===== config.mk =====
export PLATFORM = sky130hd
export DESIGN_NAME = ara_axi_txn_limiter
export DESIGN_NICKNAME = d
export VERILOG_FILES = /design/src/rtl/ara_pkg.sv /design/src/rtl/ara_txn_counter.sv /design/src/rtl/ara_axi_txn_limiter.sv
export SDC_FILE = /design/constraint.sdc
export NUM_CORES = 1
export LEC_CHECK = 0
export ABC_AREA = 1
export CORE_AREA = 2 2 169 171
export CTS_CLUSTER_SIZE = 20
export DETAILED_ROUTE_END_ITERATION = 12
export DIE_AREA = 0 0 171 173
export PLACE_DENSITY = 0.5
export SYNTH_ARGS = -nofsm -noshare
export SYNTH_HDL_FRONTEND = slang
export SYNTH_SLANG_ARGS = --single-unit

===== constraint.sdc =====
create_clock -name clk_i -period 3.05 [get_ports clk_i]
set_input_delay 0.61 -clock clk_i [delete_from_list [all_inputs] [get_ports clk_i]]
set_output_delay 0.61 -clock clk_i [all_outputs]
set_load 0.05 [all_outputs]

===== src/rtl/ara_pkg.sv =====
// Shared types for the Ara system AXI transaction limiter: FSM states, a default system
// AXI request/response pair and a counter-width helper.
package ara_pkg;

   typedef enum logic [1:0] {
      StRun,
      StDrain,
      StDrained
   } axi_limiter_state_e;

   localparam int unsigned AxiAddrW = 32;
   localparam int unsigned AxiDataW = 32;
   localparam int unsigned AxiIdW   = 4;

   typedef struct packed {
      logic [AxiIdW-1:0]   id;
      logic [AxiAddrW-1:0] addr;
      logic [7:0]          len;
      logic [2:0]          size;
      logic [1:0]          burst;
      logic                lock;
      logic [3:0]          cache;
      logic [2:0]          prot;
      logic [3:0]          qos;
   } sys_axi_ax_t;

   typedef struct packed {
      logic [AxiDataW-1:0]   data;
      logic [AxiDataW/8-1:0] strb;
      logic                  last;
   } sys_axi_w_t;

   typedef struct packed {
      logic [AxiIdW-1:0] id;
      logic [1:0]        resp;
   } sys_axi_b_t;

   typedef struct packed {
      logic [AxiIdW-1:0]   id;
      logic [AxiDataW-1:0] data;
      logic [1:0]          resp;
      logic                last;
   } sys_axi_r_t;

   typedef struct packed {
      sys_axi_ax_t aw;
      logic        aw_valid;
      sys_axi_w_t  w;
      logic        w_valid;
      logic        b_ready;
      sys_axi_ax_t ar;
      logic        ar_valid;
      logic        r_ready;
   } sys_axi_req_t;

   typedef struct packed {
      logic       aw_ready;
      logic       ar_ready;
      logic       w_ready;
      logic       b_valid;
      sys_axi_b_t b;
      logic       r_valid;
      sys_axi_r_t r;
   } sys_axi_resp_t;

   // Bits needed to hold 0..max_val inclusive.
   function automatic int unsigned cnt_w(input int unsigned max_val);
      return $clog2(max_val + 1);
   endfunction

endpackage


===== src/rtl/ara_txn_counter.sv =====
// Outstanding-transaction counter bounded to 0..Max; simultaneous inc/dec cancel out and an
// out-of-range step holds the count and trips an assertion.
module ara_txn_counter
   import ara_pkg::*;
#(
   parameter int unsigned  Max  = 8,
   localparam int unsigned CntW = cnt_w(Max)
) (
   input  logic            clk_i,
   input  logic            rst_ni,
   input  logic            inc_i,
   input  logic            dec_i,
   output logic [CntW-1:0] count_o,
   output logic            full_o,
   output logic            empty_o
);

   localparam logic [CntW-1:0] MaxCnt = CntW'(Max);

   logic [CntW-1:0] count_q, count_d;

   assign count_o = count_q;
   assign full_o  = (count_q == MaxCnt);
   assign empty_o = (count_q == '0);

   always_comb begin
      count_d = count_q;
      case ({inc_i, dec_i})
         2'b10: if (!full_o) count_d = count_q + 1'b1;
         2'b01: if (!empty_o) count_d = count_q - 1'b1;
         default: count_d = count_q;
      endcase
   end

   always_ff @(posedge clk_i) begin
      if (!rst_ni) begin
         count_q <= '0;
      end else begin
         count_q <= count_d;
      end
   end

   dec_at_zero_a: assert property (@(posedge clk_i) disable iff (!rst_ni)
      !(dec_i && !inc_i && empty_o));

   inc_at_max_a: assert property (@(posedge clk_i) disable iff (!rst_ni)
      !(inc_i && !dec_i && full_o));

endmodule


===== src/rtl/ara_axi_txn_limiter.sv =====
// Caps outstanding AR/AW bursts on the Ara system AXI port and quiesces traffic on drain_i.
// Define ARA_AXI_LIMITER_PERF_EN to add saturating AR/AW stall-cycle counters.
module ara_axi_txn_limiter
   import ara_pkg::*;
#(
   parameter int unsigned MaxReadTxns  = 8,
   parameter int unsigned MaxWriteTxns = 8,
   parameter type         axi_req_t    = sys_axi_req_t,
   parameter type         axi_resp_t   = sys_axi_resp_t
) (
   input  logic                            clk_i,
   input  logic                            rst_ni,
   input  logic                            drain_i,
   input  axi_req_t                        slv_req_i,
   output axi_resp_t                       slv_resp_o,
   output axi_req_t                        mst_req_o,
   input  axi_resp_t                       mst_resp_i,
   output logic [cnt_w(MaxReadTxns)-1:0]   rd_outstanding_o,
   output logic [cnt_w(MaxWriteTxns)-1:0]  wr_outstanding_o,
   output logic                            drained_o
`ifdef ARA_AXI_LIMITER_PERF_EN
   ,
   output logic [31:0]                     rd_stall_cycles_o,
   output logic [31:0]                     wr_stall_cycles_o
`endif
);

   axi_limiter_state_e state_q;
   logic               drained_q;
   logic               ar_pend_q, ar_pend_d;
   logic               aw_pend_q, aw_pend_d;
   logic               rd_full, rd_empty, wr_full, wr_empty;
   logic               ar_block, aw_block;
   logic               ar_hs, aw_hs, r_last_hs, b_hs;
   logic               quiet;

   // A burst already shown to memory overrides the gate so its valid is never withdrawn.
   always_comb begin
      ar_block = (rd_full || (state_q != StRun)) && !ar_pend_q;
      aw_block = (wr_full || (state_q != StRun)) && !aw_pend_q;

      mst_req_o          = slv_req_i;
      mst_req_o.ar_valid = slv_req_i.ar_valid && !ar_block;
      mst_req_o.aw_valid = slv_req_i.aw_valid && !aw_block;

      slv_resp_o          = mst_resp_i;
      slv_resp_o.ar_ready = mst_resp_i.ar_ready && !ar_block;
      slv_resp_o.aw_ready = mst_resp_i.aw_ready && !aw_block;

      ar_hs     = slv_req_i.ar_valid && !ar_block && mst_resp_i.ar_ready;
      aw_hs     = slv_req_i.aw_valid && !aw_block && mst_resp_i.aw_ready;
      r_last_hs = mst_resp_i.r_valid && slv_req_i.r_ready && mst_resp_i.r.last;
      b_hs      = mst_resp_i.b_valid && slv_req_i.b_ready;

      ar_pend_d = slv_req_i.ar_valid && !ar_block && !mst_resp_i.ar_ready;
      aw_pend_d = slv_req_i.aw_valid && !aw_block && !mst_resp_i.aw_ready;

      quiet = rd_empty && wr_empty && !ar_pend_q && !aw_pend_q;
   end

   ara_txn_counter #(
      .Max (MaxReadTxns)
   ) u_rd_cnt (
      .clk_i   (clk_i),
      .rst_ni  (rst_ni),
      .inc_i   (ar_hs),
      .dec_i   (r_last_hs),
      .count_o (rd_outstanding_o),
      .full_o  (rd_full),
      .empty_o (rd_empty)
   );

   ara_txn_counter #(
      .Max (MaxWriteTxns)
   ) u_wr_cnt (
      .clk_i   (clk_i),
      .rst_ni  (rst_ni),
      .inc_i   (aw_hs),
      .dec_i   (b_hs),
      .count_o (wr_outstanding_o),
      .full_o  (wr_full),
      .empty_o (wr_empty)
   );

   always_ff @(posedge clk_i) begin
      if (!rst_ni) begin
         state_q   <= StRun;
         drained_q <= 1'b0;
         ar_pend_q <= 1'b0;
         aw_pend_q <= 1'b0;
      end else begin
         ar_pend_q <= ar_pend_d;
         aw_pend_q <= aw_pend_d;
         case (state_q)
            StRun: begin
               if (drain_i) state_q <= StDrain;
            end
            StDrain: begin
               if (!drain_i) begin
                  state_q <= StRun;
               end else if (quiet) begin
                  state_q   <= StDrained;
                  drained_q <= 1'b1;
               end
            end
            StDrained: begin
               if (!drain_i) begin
                  state_q   <= StRun;
                  drained_q <= 1'b0;
               end
            end
            default: begin
               state_q   <= StRun;
               drained_q <= 1'b0;
            end
         endcase
      end
   end

   assign drained_o = drained_q;

`ifdef ARA_AXI_LIMITER_PERF_EN
   logic [31:0] rd_stall_q, rd_stall_d;
   logic [31:0] wr_stall_q, wr_stall_d;

   always_comb begin
      rd_stall_d = rd_stall_q;
      wr_stall_d = wr_stall_q;
      if (slv_req_i.ar_valid && ar_block && (rd_stall_q != '1)) rd_stall_d = rd_stall_q + 1'b1;
      if (slv_req_i.aw_valid && aw_block && (wr_stall_q != '1)) wr_stall_d = wr_stall_q + 1'b1;
   end

   always_ff @(posedge clk_i) begin
      if (!rst_ni) begin
         rd_stall_q <= '0;
         wr_stall_q <= '0;
      end else begin
         rd_stall_q <= rd_stall_d;
         wr_stall_q <= wr_stall_d;
      end
   end

   assign rd_stall_cycles_o = rd_stall_q;
   assign wr_stall_cycles_o = wr_stall_q;
`endif

endmodule


Word level (Yosys, flattened, before mapping):

Index checks and enable logic that the tools add are counted.

* register bits after elaboration: 13
* output and inout port bits: 223
* logic and storage cells: 77

* $add $sub $neg: 4
* equal/unequal tests: 17
* muxes and demuxes: 15
* bitwise operators: 1
* reduce and logical (&&, ||, !) cells: 34

Operators by type and width (number)
* 1-bit logical AND: 16
* 4-bit 2-to-1 mux: 4
* 2-bit inequality test (second input constant): 8
* 4-bit one-hot mux with 2 select lines: 2
* 3-bit AND reduction: 3
* 4-bit by 1-bit adder with 4-bit output (second input constant): 2
* 4-bit equality test (second input constant): 2
* 4-bit logical NOT: 2
* 2-bit 2-to-1 mux: 4
* 4-bit by 1-bit subtractor with 4-bit output (second input constant): 2
* 2-bit by 1-bit equality test with 1-bit output (second input constant): 3
* 2-bit equality test (second input constant): 3
* 1-bit logical NOT: 6
* 2-bit one-hot mux with 3 select lines: 1
* 2-bit nonzero test: 3
* 4-bit AND reduction: 1
* 1-bit 2-to-1 mux: 3
* 3-bit inequality test (second input constant): 1
* 1-bit one-hot mux with 3 select lines: 1
* 2-bit logical NOT: 1
* 1-bit logical OR: 2
* 1-bit inverter: 1

Depth between registers and ports, before layout:

* word-level depth: 9
* mapped depth: 15
* depth with buffers taken out: 15

Modules after synthesis:

A second synthesis with hierarchy kept.

* cells, all modules: 359
* area total of the unflattened synthesis: 2513.7 um2

By module, submodules not included
* ara_axi_txn_limiter: instances 1, cells each 253, area an instance 1883.1 um2, seq. area each 100.1 um2
* ara_txn_counter: instances 2, cells each 53, area an instance 315.3 um2, seq. area each 80.1 um2

Worst setup path before layout:

Ideal clock, no wire load.

* path type: register -> register
* from: register u_wr_cnt.count_q[0], in the netlist u_wr_cnt.count_o[0]
* to: register u_wr_cnt.count_q[2], in the netlist u_wr_cnt.count_o[2]
* data arrival time: 2911 ps
* data required time: 2916 ps
* setup slack: 5 ps
* cell stages (with the launch flop): 14
* path buffers: 0
* clock period less this slack: 3045 ps
* path through: dfxtp_1 > nor2_1 > nand3_1 > a21oi_1 > nor2_1 > inv_2 > nor2_1 > inv_2 > ha_1 > xor2_1 > ha_1 > a21oi_1 > xor2_1 > a21oi_1

RTL lines
* start, declared: line ara_txn_counter.sv:20 `logic [CntW-1:0] count_q, count_d;`
* start signal, assigned: line ara_txn_counter.sv:39 `count_q <= count_d;`

Worst setup path after layout:

* from: input slv_req_i[0] (netlist name)
* to: output mst_req_o[0] (netlist name)

RTL lines
* start, declared: line ara_axi_txn_limiter.sv:14 `input axi_req_t slv_req_i,`
* end, declared: line ara_axi_txn_limiter.sv:16 `output axi_req_t mst_req_o,`

No word-level cell between the ends.

==> run summary <==
The combined global-route utilization of all metal layers is 4.50%. The kind of cell with the highest combined delay along the critical path is buffers and inverters. The die is 171 um wide.

The critical path is of the primary input to output port type. Setup slack closes at 518 ps. The max-cap check violation count came out at 0. The number of I/O pins came out at 440.

The number of distinct library cells after synthesis came out at 24. The flop and latch count out of synthesis came out at 13. The adder-cell share of the synthesized area came out at 2.54%. In this run, post-CTS repair resized a total of 0 instances. After synthesis, the largest family of logic cells by area is buffers and inverters. The floorplan die area came out at 0.0296 mm^2. The number of buffers added on ports came out at 29. The number of H-tree levels came out at 1. For this block, the initial DRC count from the detailed router was 29. The multi-input gate area in the final layout came out at 523 um^2. The number of core rows is 61. The die is 173 um tall. After legalization and detailed placement, the total HPWL measured 6100 um. The net count reported at finish is 385. The count of buffering cells on the critical path with inverters included came out at 2.

The signed area change from the synthesized netlist to the final layout is -29.9%. The worst IR drop on VDD came out at 0.000163 V. The upper clock frequency limit came out at 395 MHz.

The number of endpoints with negative hold slack in the final report came to 0. The worst setup path is captured at an output port. Clock tree synthesis selected as its root buffer the cell clkbuf_16.

The core region is 0.0276 mm^2. The ratio of final minimum period to clock period came out at 83.0%. For the final database, setup skew stands at 2.93 ps.

The final RePlAce weighted congestion came out at 0.680. The compound-cell area share of the yosys netlist came out at 5.44%. The detailed-route DRC error count is 0.

The source-to-sink clock delay at the later pin of the worst-skew pair came out at 240 ps. The flow ran to the end, and the final reports show no timing, DRC or antenna violations. The average size of a mapped cell came out at 7.28 um^2. The count of final max-slew check failures was 0. In this run the power density over the cells is 436 mW/mm^2. The initial cell density of the core came out at 8.91%. The number of vias per cell after detailed routing is 2.25. The number of buffers inserted by post-CTS setup repair is 0. The first-pass GRT wire length came out at 9140 um.

Setup repair after global routing left no endpoint under its margin. The number of warnings reported in the yosys synthesis log is 0. For the worst setup path, the data arrival time is 1920 ps. The standby leakage power came out at 0.597 nW. The slowest cell on the critical path is clkdlybuf4s50_1. The average routed wire per standard cell came out at 13.4 um. The pin slew with the least headroom to its limit is 641 ps. The largest fanout of any net on the critical path came out at 2. The number of nets produced by synthesis came out at 560. The largest single stage delay on the critical path is 840 ps. Setup violations remaining at the end of the flow were counted as 0.

The maximum root-to-sink buffer count is 2. The count of TritonRoute iterations in the first routing pass came out at 4. The initial antenna violation count came out at 0. Summed over all layers, the global routing overflow is 0.

Sequential cells were found to cover 10.6% of the synthesized design area. The number of antenna diodes in the final layout is 0. Counting the buffers created by CTS gives 3. The utilization of the core after routing came out at 6.24%. Summing all flip-flop and latch instances after layout gives 260 um^2. The signal on the critical path passes through clkdlybuf4s50_1 -> clkdlybuf4s50_1. Of the post-synthesis cell area, the part taken by muxes is 0%. STA classifies the critical path startpoint as a primary input.

The ratio of cells with drive above 1 in the final layout came out at 16.0%. The cell count after synthesis came out at 338. The worst slew margin relative to its limit is 57.2%. Entering global routing, the biggest net connects 10 pins. The total via count after detailed routing is 1216. The path category of the worst min-delay check is register to register. The setup slack after placement came out at 354 ps. The tree built by TritonCTS fans out to 13 sinks. The worst path in the final design needs a cycle of 2530 ps, including I/O delays and setup. The fraction of synthesized cell area in xor and xnor cells came out at 1.78%. The post-route antenna net violation count is 0. Summing the areas of all and, or, nand and nor instances in the mapped netlist gives 11.5% of the synthesized area.

The via count of the first global-routing pass came out at 1270. The worst endpoint required time is 2440 ps. Counting stages on the worst path, the most repeated cell is clkdlybuf4s50_1. After filler insertion, the fill cell instance count of the layout stands at 3310. The area of the mapped netlist came out at 0.00246 mm^2. Clock-pin slew was measured on the worst setup and hold paths at 50 ps.

The total power came out at 0.753 mW. TritonCTS built the clock tree. The final total negative setup slack came out at 0 ps.

The number of buffers added to fix hold violations after cts came out at 0. The routed design has 7220 um of wire.
## power by group
| part | internal, mW | switching, mW | total, mW |
|---|---|---|---|
| Clock | 0.177 | 0.0791 | 0.256 |
| Combinational | 0.0958 | 0.189 | 0.285 |
| Sequential | 0.187 | 0.0243 | 0.212 |
## synthesized netlist by cell type
cell / instances / area share, %
and3_1: 1 / 0.25
clkinv_1: 1 / 0.15
nand2_2: 4 / 1.0
nand2_4: 4 / 1.8
xor2_1: 5 / 1.8
o21a_1: 1 / 0.31
nor2_2: 3 / 0.76
ha_1: 5 / 2.5
dfxtp_1: 13 / 11
inv_2: 6 / 0.92
inv_1: 20 / 3.1
nand3_1: 11 / 2.2
buf_4: 210 / 64
o21ai_1: 8 / 1.6
nor3_1: 3 / 0.61
a21boi_1: 1 / 0.31
nand2_1: 14 / 2.1
nand3_4: 1 / 0.71
a21boi_0: 1 / 0.31
nor4_1: 1 / 0.25
nor2_1: 11 / 1.7
a21oi_1: 10 / 2.0
o21ai_0: 3 / 0.61
o22ai_1: 1 / 0.25
## state kept, by name, indices dropped and copies added, names as in the netlist
signal	cells
u_wr_cnt.count_o	4
aw_pend_q	1
state_q	2
u_rd_cnt.count_o	4
ar_pend_q	1
drained_o	1
## cell families after synthesis
| group | after synthesis |
|---|---|
| AO/OA/AOI/OAI | 25 |
| adder cells (fa/ha/maj) | 5 |
| buffers and inverters | 237 |
| XOR/XNOR | 5 |
| flip-flops | 13 |
| AND/OR/NAND/NOR | 53 |
## placed cells by master, fill, tap and decap left out, types with 4 or more instances in the layout
cell	n
dfxtp_1	13
nand2_2	4
o21ai_1	8
inv_2	6
nand3_1	11
ha_1	5
nand2_1	14
clkdlybuf4s50_1	25
buf_4	5
xor2_1	5
inv_1	20
nor2_1	11
a21oi_1	10
nand2_4	4
## final cells by class
type / count / area share [%]
clock buffer: 4 / 4.57
inverter: 27 / 5.88
timing repair buffer: 30 / 16.7
multi-input combinational: 88 / 30.3
tap: 378 / 27.4
sequential: 13 / 15.1
## through the flow
step	cells	hold slack (ps)	area [um^2]
2_1_floorplan	338	465	2460
3_3_place_gp	536	511	1650
3_5_place_dp	536	503	1650
4_1_cts	540	518	1720
5_1_grt	540	533	1720
6_report	540	513	1720
## metal layers
layer | global-route usage [%] | wire [um]
met5 | 1.17 | 46
met4 | 6.46 | 915
met3 | 4.03 | 1540
met2 | 5.19 | 2600
met1 | 3.73 | 2110
## path summary, 6_finish.rpt
| path | from | slack (ps) | cells after the start | endpoint |
|---|---|---|---|---|
| hold reg to reg | state_q[1] | 510 | 1 | drained_o |
| setup reg to reg | state_q[1] | 740 | 13 | u_wr_cnt.count_o[3] |
| setup / recovery | slv_req_i[0] | 520 | 2 | mst_req_o[0] |
| hold / removal | state_q[1] | 510 | 1 | drained_o |
(Power assumes the default switching activity.)
